## config.mk

```make
export PLATFORM = sky130hd
export DESIGN_NAME = rle_word_decompressor
export DESIGN_NICKNAME = d
export VERILOG_FILES = /design/src/rtl/rle_pkg.sv /design/src/rtl/rle_word_decompressor_slot_fill.sv /design/src/rtl/rle_word_decompressor.sv
export SDC_FILE = /design/constraint.sdc
export NUM_CORES = 1
export LEC_CHECK = 0
export ABC_AREA = 1
export BUFFER_PORTS_ARGS = -buffer_cell sky130_fd_sc_hd__buf_4
export CORE_MARGIN = 1
export CORE_UTILIZATION = 25
export DETAILED_ROUTE_END_ITERATION = 6
export GPL_TIMING_DRIVEN = 0
export PLACE_DENSITY_LB_ADDON = 0.25
export RECOVER_POWER = 50
export SLEW_MARGIN = 5
export SYNTH_ARGS = -nofsm -noshare
export SYNTH_HDL_FRONTEND = slang
export SYNTH_SLANG_ARGS = --single-unit
```

## constraint.sdc

```tcl
create_clock -name clk -period 3.85 [get_ports clk]
set_input_delay 0.1925 -clock clk [delete_from_list [all_inputs] [get_ports clk]]
set_output_delay 0.1925 -clock clk [all_outputs]
set_load 0.01 [all_outputs]
```

## src/rtl/rle_pkg.sv

```systemverilog
// Shared types and sizing helpers for the run-length word decompressor.
package rle_pkg;

    typedef enum logic {
        IDLE   = 1'b0,
        EXPAND = 1'b1
    } state_t;

    function automatic int calc_slots(input int sym_w, input int word_w);
        return word_w / sym_w;
    endfunction

    // One extra bit so that pos+k can reach SLOTS without wrapping.
    function automatic int calc_pos_w(input int sym_w, input int word_w);
        return $clog2(word_w / sym_w) + 1;
    endfunction

    function automatic int unsigned umin(input int unsigned a, input int unsigned b);
        return (a < b) ? a : b;
    endfunction

endpackage

```

## src/rtl/rle_word_decompressor_slot_fill.sv

```systemverilog
// Combinational slot writer: replaces slots pos..pos+k-1 of buffer with run_sym.
module rle_slot_fill
    import rle_pkg::*;
#(
    parameter int SYM_W  = 1,
    parameter int WORD_W = 32,
    parameter int POS_W  = 6
) (
    input  logic [POS_W-1:0]  pos,
    input  logic [POS_W-1:0]  k,
    input  logic [SYM_W-1:0]  run_sym,
    input  logic [WORD_W-1:0] buffer,
    output logic [WORD_W-1:0] buffer_next
);

    localparam int SLOTS = calc_slots(SYM_W, WORD_W);

    // Per-slot mask select between the incoming symbol and the old contents.
    always_comb begin
        buffer_next = buffer;
        for (int i = 0; i < SLOTS; i++) begin
            if ((i >= int'(pos)) && (i < (int'(pos) + int'(k)))) begin
                buffer_next[i*SYM_W +: SYM_W] = run_sym;
            end else begin
                buffer_next[i*SYM_W +: SYM_W] = buffer[i*SYM_W +: SYM_W];
            end
        end
    end

endmodule

```

## src/rtl/rle_word_decompressor.sv

```systemverilog
// Run-length decompressor: expands (symbol, length) runs into packed output words.
// Optional flush/out_last ports are enabled by defining RLE_FLUSH_EN.
module rle_word_decompressor
    import rle_pkg::*;
#(
    parameter int SYM_W  = 1,
    parameter int WORD_W = 32,
    parameter int LEN_W  = 6
) (
    input  logic              clk,
    input  logic              reset_n,
    input  logic              in_valid,
    output logic              in_ready,
    input  logic [SYM_W-1:0]  in_sym,
    input  logic [LEN_W-1:0]  in_len,
    output logic              out_valid,
    input  logic              out_ready,
    output logic [WORD_W-1:0] out_data
`ifdef RLE_FLUSH_EN
    ,
    input  logic              flush,
    output logic              out_last
`endif
);

    localparam int SLOTS = calc_slots(SYM_W, WORD_W);
    localparam int POS_W = calc_pos_w(SYM_W, WORD_W);

    state_t            state_r, state_s;
    logic [SYM_W-1:0]  run_sym_r, run_sym_s;
    logic [LEN_W-1:0]  run_rem_r, run_rem_s;
    logic [POS_W-1:0]  pos_r, pos_s;
    logic [WORD_W-1:0] buf_r, buf_s;
    logic              out_valid_r, out_valid_s;
    logic [WORD_W-1:0] out_data_r, out_data_s;
    logic [POS_W-1:0]  k_s;
    logic [WORD_W-1:0] fill_buf_s;
    logic              stall_s;
    logic              word_done_s;
    logic              flush_req_s;
`ifdef RLE_FLUSH_EN
    logic              last_r, last_s;
`endif

    assign stall_s     = out_valid_r && !out_ready;
    assign k_s         = POS_W'(umin(32'(run_rem_r), 32'(SLOTS) - 32'(pos_r)));
    assign word_done_s = ((pos_r + k_s) == POS_W'(SLOTS));
`ifdef RLE_FLUSH_EN
    assign flush_req_s = flush && (state_r == IDLE);
    assign out_last    = last_r;
`else
    assign flush_req_s = 1'b0;
`endif
    assign in_ready    = (state_r == IDLE) && !flush_req_s;
    assign out_valid   = out_valid_r;
    assign out_data    = out_data_r;

    rle_slot_fill #(
        .SYM_W  (SYM_W),
        .WORD_W (WORD_W),
        .POS_W  (POS_W)
    ) u_slot_fill (
        .pos         (pos_r),
        .k           (k_s),
        .run_sym     (run_sym_r),
        .buffer      (buf_r),
        .buffer_next (fill_buf_s)
    );

    // Next-state: run capture, slot expansion, word hand-off and flush.
    always_comb begin
        state_s     = state_r;
        run_sym_s   = run_sym_r;
        run_rem_s   = run_rem_r;
        pos_s       = pos_r;
        buf_s       = buf_r;
        out_valid_s = stall_s;
        out_data_s  = out_data_r;
`ifdef RLE_FLUSH_EN
        last_s      = stall_s ? last_r : 1'b0;
`endif
        case (state_r)
            IDLE: begin
                if (flush_req_s) begin
                    if (!stall_s && (pos_r != '0)) begin
                        out_data_s  = buf_r;
                        out_valid_s = 1'b1;
                        pos_s       = '0;
                        buf_s       = '0;
`ifdef RLE_FLUSH_EN
                        last_s      = 1'b1;
`endif
                    end else begin
                        state_s = IDLE;
                    end
                end else if (in_valid) begin
                    run_sym_s = in_sym;
                    run_rem_s = in_len;
                    state_s   = (in_len != '0) ? EXPAND : IDLE;
                end else begin
                    state_s = IDLE;
                end
            end
            EXPAND: begin
                if (!stall_s) begin
                    run_rem_s = run_rem_r - LEN_W'(k_s);
                    state_s   = (run_rem_r == LEN_W'(k_s)) ? IDLE : EXPAND;
                    if (word_done_s) begin
                        out_data_s  = fill_buf_s;
                        out_valid_s = 1'b1;
                        pos_s       = '0;
                        buf_s       = '0;
`ifdef RLE_FLUSH_EN
                        last_s      = 1'b0;
`endif
                    end else begin
                        pos_s = pos_r + k_s;
                        buf_s = fill_buf_s;
                    end
                end else begin
                    state_s = EXPAND;
                end
            end
            default: begin
                state_s = IDLE;
            end
        endcase
    end

    // State and datapath registers.
    always_ff @(posedge clk or negedge reset_n) begin
        if (!reset_n) begin
            state_r     <= IDLE;
            run_sym_r   <= '0;
            run_rem_r   <= '0;
            pos_r       <= '0;
            buf_r       <= '0;
            out_valid_r <= 1'b0;
            out_data_r  <= '0;
`ifdef RLE_FLUSH_EN
            last_r      <= 1'b0;
`endif
        end else begin
            state_r     <= state_s;
            run_sym_r   <= run_sym_s;
            run_rem_r   <= run_rem_s;
            pos_r       <= pos_s;
            buf_r       <= buf_s;
            out_valid_r <= out_valid_s;
            out_data_r  <= out_data_s;
`ifdef RLE_FLUSH_EN
            last_r      <= last_s;
`endif
        end
    end

endmodule

```

Word level (Yosys, flattened, before mapping)
Cells that the tools add are included.
{ "word_totals": {"ff_bits": 79, "input_bits": 11, "word_cells": 174, "output_inout_bits": 34} }
{ "classes": {"reduce_logical": 39, "mux": 53, "n_eq_ne": 5, "magnitude_cmp": 65, "n_bitwise": 1, "n_addsub": 4} }
{ "ops": {"columns": ["operator", "count"], "rows": [
  ["$lt 6x32->1 const A", 16],
  ["$lt 5x32->1 const A", 8],
  ["$mux 32", 6],
  ["$lt 4x32->1 const A", 4],
  ["$ge 5x6->1 const A", 16],
  ["$lt 3x32->1 const A", 2],
  ["$ge 4x6->1 const A", 8],
  ["$mux 1", 38],
  ["$mux 6", 6],
  ["$logic_and 1x1->1", 33],
  ["$lt 1x32->1 const A", 1],
  ["$lt 2x32->1 const A", 1],
  ["$lt 6x32->1", 1],
  ["$ge 3x6->1 const A", 4],
  ["$ge 1x6->1 const A", 2],
  ["$ge 2x6->1 const A", 2],
  ["$pmux 6 s2", 1],
  ["$add 6x6->7", 1],
  ["$sub 6x6->7 const A", 1],
  ["$add 6x6->6", 1],
  ["$eq 6x6->1", 1],
  ["$eq 6x6->1 const B", 1],
  ["$reduce_and 2->1", 3],
  ["$reduce_bool 6->1", 1],
  ["other kinds (7)", 9]
]} }

Depth between registers and ports, before layout
{ "depth": {"ltp_word": 10, "mapped_depth": 33, "ltp_nobuf": 30} }

Modules after synthesis
A second synthesis with hierarchy kept.
{ "unflattened": {"cells_unflattened": 876, "area_unflattened_um2": 5875.6} }
{ "by_module_without_submodules": {"columns": ["mod", "cells_per_inst", "seq_area_each_um2", "instances", "area_each_um2"], "rows": [
  ["rle_word_decompressor", 574, 1976.9, 1, 4354.2],
  ["rle_slot_fill", 302, 0.0, 1, 1521.5]
]} }

Least setup slack after synthesis
Ideal clock, no wire load.
{ "synth_timing": {"path_type": "register to register", "startpoint": "register pos_r[1]", "endpoint": "register buf_r[23]", "arrival_ns": 3.734, "path_stages_with_launch": 30, "n_path_buf": 3, "slack_ns": -0.012, "setup_ns": 0.128, "path_cell_list": "dfrtp_1 > clkbuf_1 > nor3_1 > nand2_1 > xor2_1 > ha_1 > nand2_1 > inv_1 > o21ai_0 > nand2_1 > buf_4 > nand2_1 > o21ai_0 > ha_1 > fa_1 > inv_1 > nand2_1 > nand2_2 > inv_2 > nor2_4 > nand2_1 > nor2_2 > nand2_2 > inv_2 > nand2_2 > nand2_2 > inv_2 > buf_6 > nand3_1 > o21ai_1"} }
{ "synth_via": {"elab_chain_len": 10} }
{ "synth_rtl": {"columns": ["element", "line", "text"], "rows": [
  ["start: declaration", "rle_word_decompressor.sv:32", "logic [POS_W-1:0] pos_r, pos_s;"],
  ["start signal: assignment", "rle_word_decompressor.sv:147", "pos_r <= pos_s;"],
  ["$sub 6x6->7", "rle_word_decompressor.sv:46", "assign k_s = POS_W'(umin(32'(run_rem_r), 32'(SLOTS) - 32'(pos_r)));"],
  ["$lt 6x32->1", "rle_pkg.sv:19", "return (a < b) ? a : b;"],
  ["$mux 6", "rle_pkg.sv:19", null],
  ["$add 6x6->7", "rle_word_decompressor_slot_fill.sv:22", "if ((i >= int'(pos)) && (i < (int'(pos) + int'(k)))) begin"],
  ["$lt 6x32->1", "rle_word_decompressor_slot_fill.sv:22", null],
  ["$logic_and 1x1->1", "rle_word_decompressor_slot_fill.sv:22", null],
  ["$mux 1", "rle_word_decompressor_slot_fill.sv:22", null],
  ["$mux 32 (*)", "rle_word_decompressor.sv:108", "if (word_done_s) begin"],
  ["$mux 32 (*)", "rle_word_decompressor.sv:105", "if (!stall_s) begin"],
  ["$mux 32 (*)", "rle_word_decompressor.sv:82", "case (state_r)"],
  ["end signal: assignment", "rle_word_decompressor.sv:148", "buf_r <= buf_s;"],
  ["end: declaration", "rle_word_decompressor.sv:33", "logic [WORD_W-1:0] buf_r, buf_s;"]
]} }
Every way passes the cells marked *; elsewhere a longest branch is shown, timed or not. The select of a mux whose other input is x is not followed.
A chain may end at the register's enable or synchronous reset.

Worst setup path after layout
{ "layout_timing": {"startpoint": "register pos_r[2]", "endpoint": "register buf_r[25]"} }
Same word-level chain as after synthesis.

==> metrics <==
post-synth top area share=0.3820; fillers=between 2,000 and 2,500; post-layout min period=~3.8 ns; Die H=between 100 and 150 um; Max Fclk=about 0.26 GHz; failing checks=max-capacitance violations, max-slew violations; #FFs+latches synth=approximately 80; period utilisation layout=0.9873; Detailed Route WL=17.00 mm; Storage cell area=0.001979 mm^2; CTS Root Cell=clkbuf_16; Mapped Avg Cell Area=between 6 and 7 um^2; most frequent CP cell=nand2_2; Final Hold Fails=0; xor and xnor area share after synthesis=0.008462; crit path max fanout=7; DRT antenna net count=0; commonest non-fill, non-tap cells in the layout=204 x nand2_1, 89 x buf_4, 84 x inv_1, 77 x dfrtp_1, 61 x nand3_2; status=complete, but fails checks; via count=5,244; crit end category=register; Hold WS=between 0.08 and 0.09 ns; Core Rows=52; layout cells sized above 1=0.3895; WL per Instance=between 15 and 20 um; Syn Inst Count=749; largest area contributor in the netlist=dfrtp_1; Setup TNS=0 ns; 1st-pass router iterations=4; first-pass GRT wire length=27.13 mm; CP Launch Type=register; initial core utilization=0.2558; # diodes=0; largest family of logic cells by synthesized area=simple AND/OR/NAND/NOR gates; synth warn=0; post-synthesis mux area share=0; area of the multi-input gates=between 0.003 and 0.004 mm^2; Core Util, Final=0.3767; vias in the first global route=between 5,000 and 6,000; required time of the critical path=around 4 ns; pin count of the biggest net entering global routing=80; CTS clk-pin slew, worst paths=~0.060 ns; vias per cell=4.641; commonest non-fill, non-tap cell in the layout=nand2_1; Die ar.=0.02128 mm^2; Seq/Total Area, Yosys=0.3820; HPWL after DPL=11.72 mm; H-Tree Depth=3; Hold Path Class=in -> reg; # port buffers=44; slowest cell on the critical path=dfrtp_1; drt initial violations=369; I/O pins=45; fin nets=889; Area Growth Syn to Fin=47.29%; Worst-Margin Slew=2.095 ns; Max Cap Violations=1; worst rel slew slack=-0.3964; library cells used by synthesis=31; clock sinks=79; RSZ-0062 raised after global routing=yes; mapped cell area=0.005175 mm^2; Clock Tree Buf Depth=2; r2r setup slk=roughly 0.049 ns; routability cong.=roughly 0.9; total grt overflow=0; core footprint=0.02023 mm^2; Clk Latency, worst-skew pair=0.36 ns; CP arrival=between 4 and 5 ns; cell area after layout=0.007622 mm^2; chip width=~150 um; post-synthesis compound-gate area fraction=0.08559; Clock Skew=0.01159 ns; Post-Syn Nets=783; Adder-Cell Fraction of Synth Area=0.05851; TritonCTS clock tree=built; top post-synthesis cells by area=dfrtp_1 38%, nand2_1 19%, nand3_1 12%; fin. max-slew vios=80; simple-gate portion of the synthesized area=0.3559; Setup Crit Path Kind=reg -> reg; gr usage total=0.1641; Crit path largest cell delay=0.39 ns; final setup violation count=0; Area after DPL=0.005848 mm^2; antenna violations before repair=0; Num CTS Buffers=9; # DRC=0
==> layout make-up <==
| cell class | instances | area share |
|---|---|---|
| Sequential cell | 79 | 0.2597 |
| Multi-Input combinational cell | 544 | 0.4603 |
| Clock inverter | 4 | 0.003775 |
| Clock buffer | 12 | 0.03496 |
| Buffer | 26 | 0.03529 |
| Tap cell | 270 | 0.04432 |
| Inverter | 97 | 0.05236 |
| Timing Repair inverter | 1 | 0.0009849 |
| Timing Repair Buffer | 97 | 0.1083 |
==> worst paths after layout <==
check | from | end | cells past startpoint
worst min-delay path | in_sym | run_sym_r | 3
worst max register to register | pos_r[2] | buf_r[25] | 28
worst max-delay path | pos_r[2] | buf_r[25] | 28
min in group asynchronous | reset_n | out_data[21] | 1
max in group asynchronous | reset_n | pos_r[0] | 1
worst min register to register | buf_r[29] | buf_r[29] | 2
==> state kept, by name, summed over array words and instances, names as in the netlist <==
| name | count |
|---|---|
| buf_r | 32 |
| out_data | 32 |
| pos_r | 6 |
| run_rem_r | 6 |
| out_valid | 1 |
| run_sym_r | 1 |
| state_r | 1 |
==> repair_timing <==
item / in CTS / in global routing
cloned: 7 / 0
resized for setup: 155 / 118
hold buffers: 0 / 0
endpoints found under the setup margin: 73 / 67
buffers inserted: 28 / 20
pin swaps: 46 / 28
==> cells by family after synthesis <==
group	count (synthesis)
and+or+nand+nor	433
adders and majority gates	23
xor gates and xnor gates	5
AOI/OAI and AO/OA	83
buffers and inverters	126
DFF	79
==> worst max-delay path, delay by kind of cell (launching register included) <==
family,cells,cell delay (ns)
AOI/OAI and AO/OA,2,0.22
xor gates and xnor gates,1,0.16
adders and majority gates,3,0.86
buffers and inverters,7,0.62
DFF,1,0.39
and+or+nand+nor,15,1.40
==> per-stage QoR <==
| stage | cells | setup slack [ns] |
|---|---|---|
| final | 1130 | 0.04899 |
| after global routing | 1130 | -0.1703 |
| after CTS | 1112 | -0.06645 |
| after detailed placement | 1063 | -1.029 |
| after global placement | 1063 | -1.038 |
| after floorplan | 749 | 0.01015 |
==> cell usage after synthesis (all sizes together) <==
cell type and n:
xnor2 2, o21bai 1, a41oi 1, nand2 273
a21oi 19, o21ai 53, o211ai 3, or2 1
ha 21, nor3 2, xor2 3, nand3 125
clkbuf 6, fa 2, buf 23, a31oi 2
a221oi 1, inv 97, nand4 2, nor2 30
dfrtp 79, o22ai 3
==> metal layers <==
| metal | GRT usage | part of all wire |
|---|---|---|
| met4 | 0.05263 | 0.017 |
| met3 | 0.03103 | 0.041 |
| met5 | 0 | 0 |
| met1 | 0.2255 | 0.48 |
| met2 | 0.2586 | 0.47 |
Power is left out: the tool's default activity adds up to more than one toggle a clock period on the data nets, which glitch-free logic cannot reach.
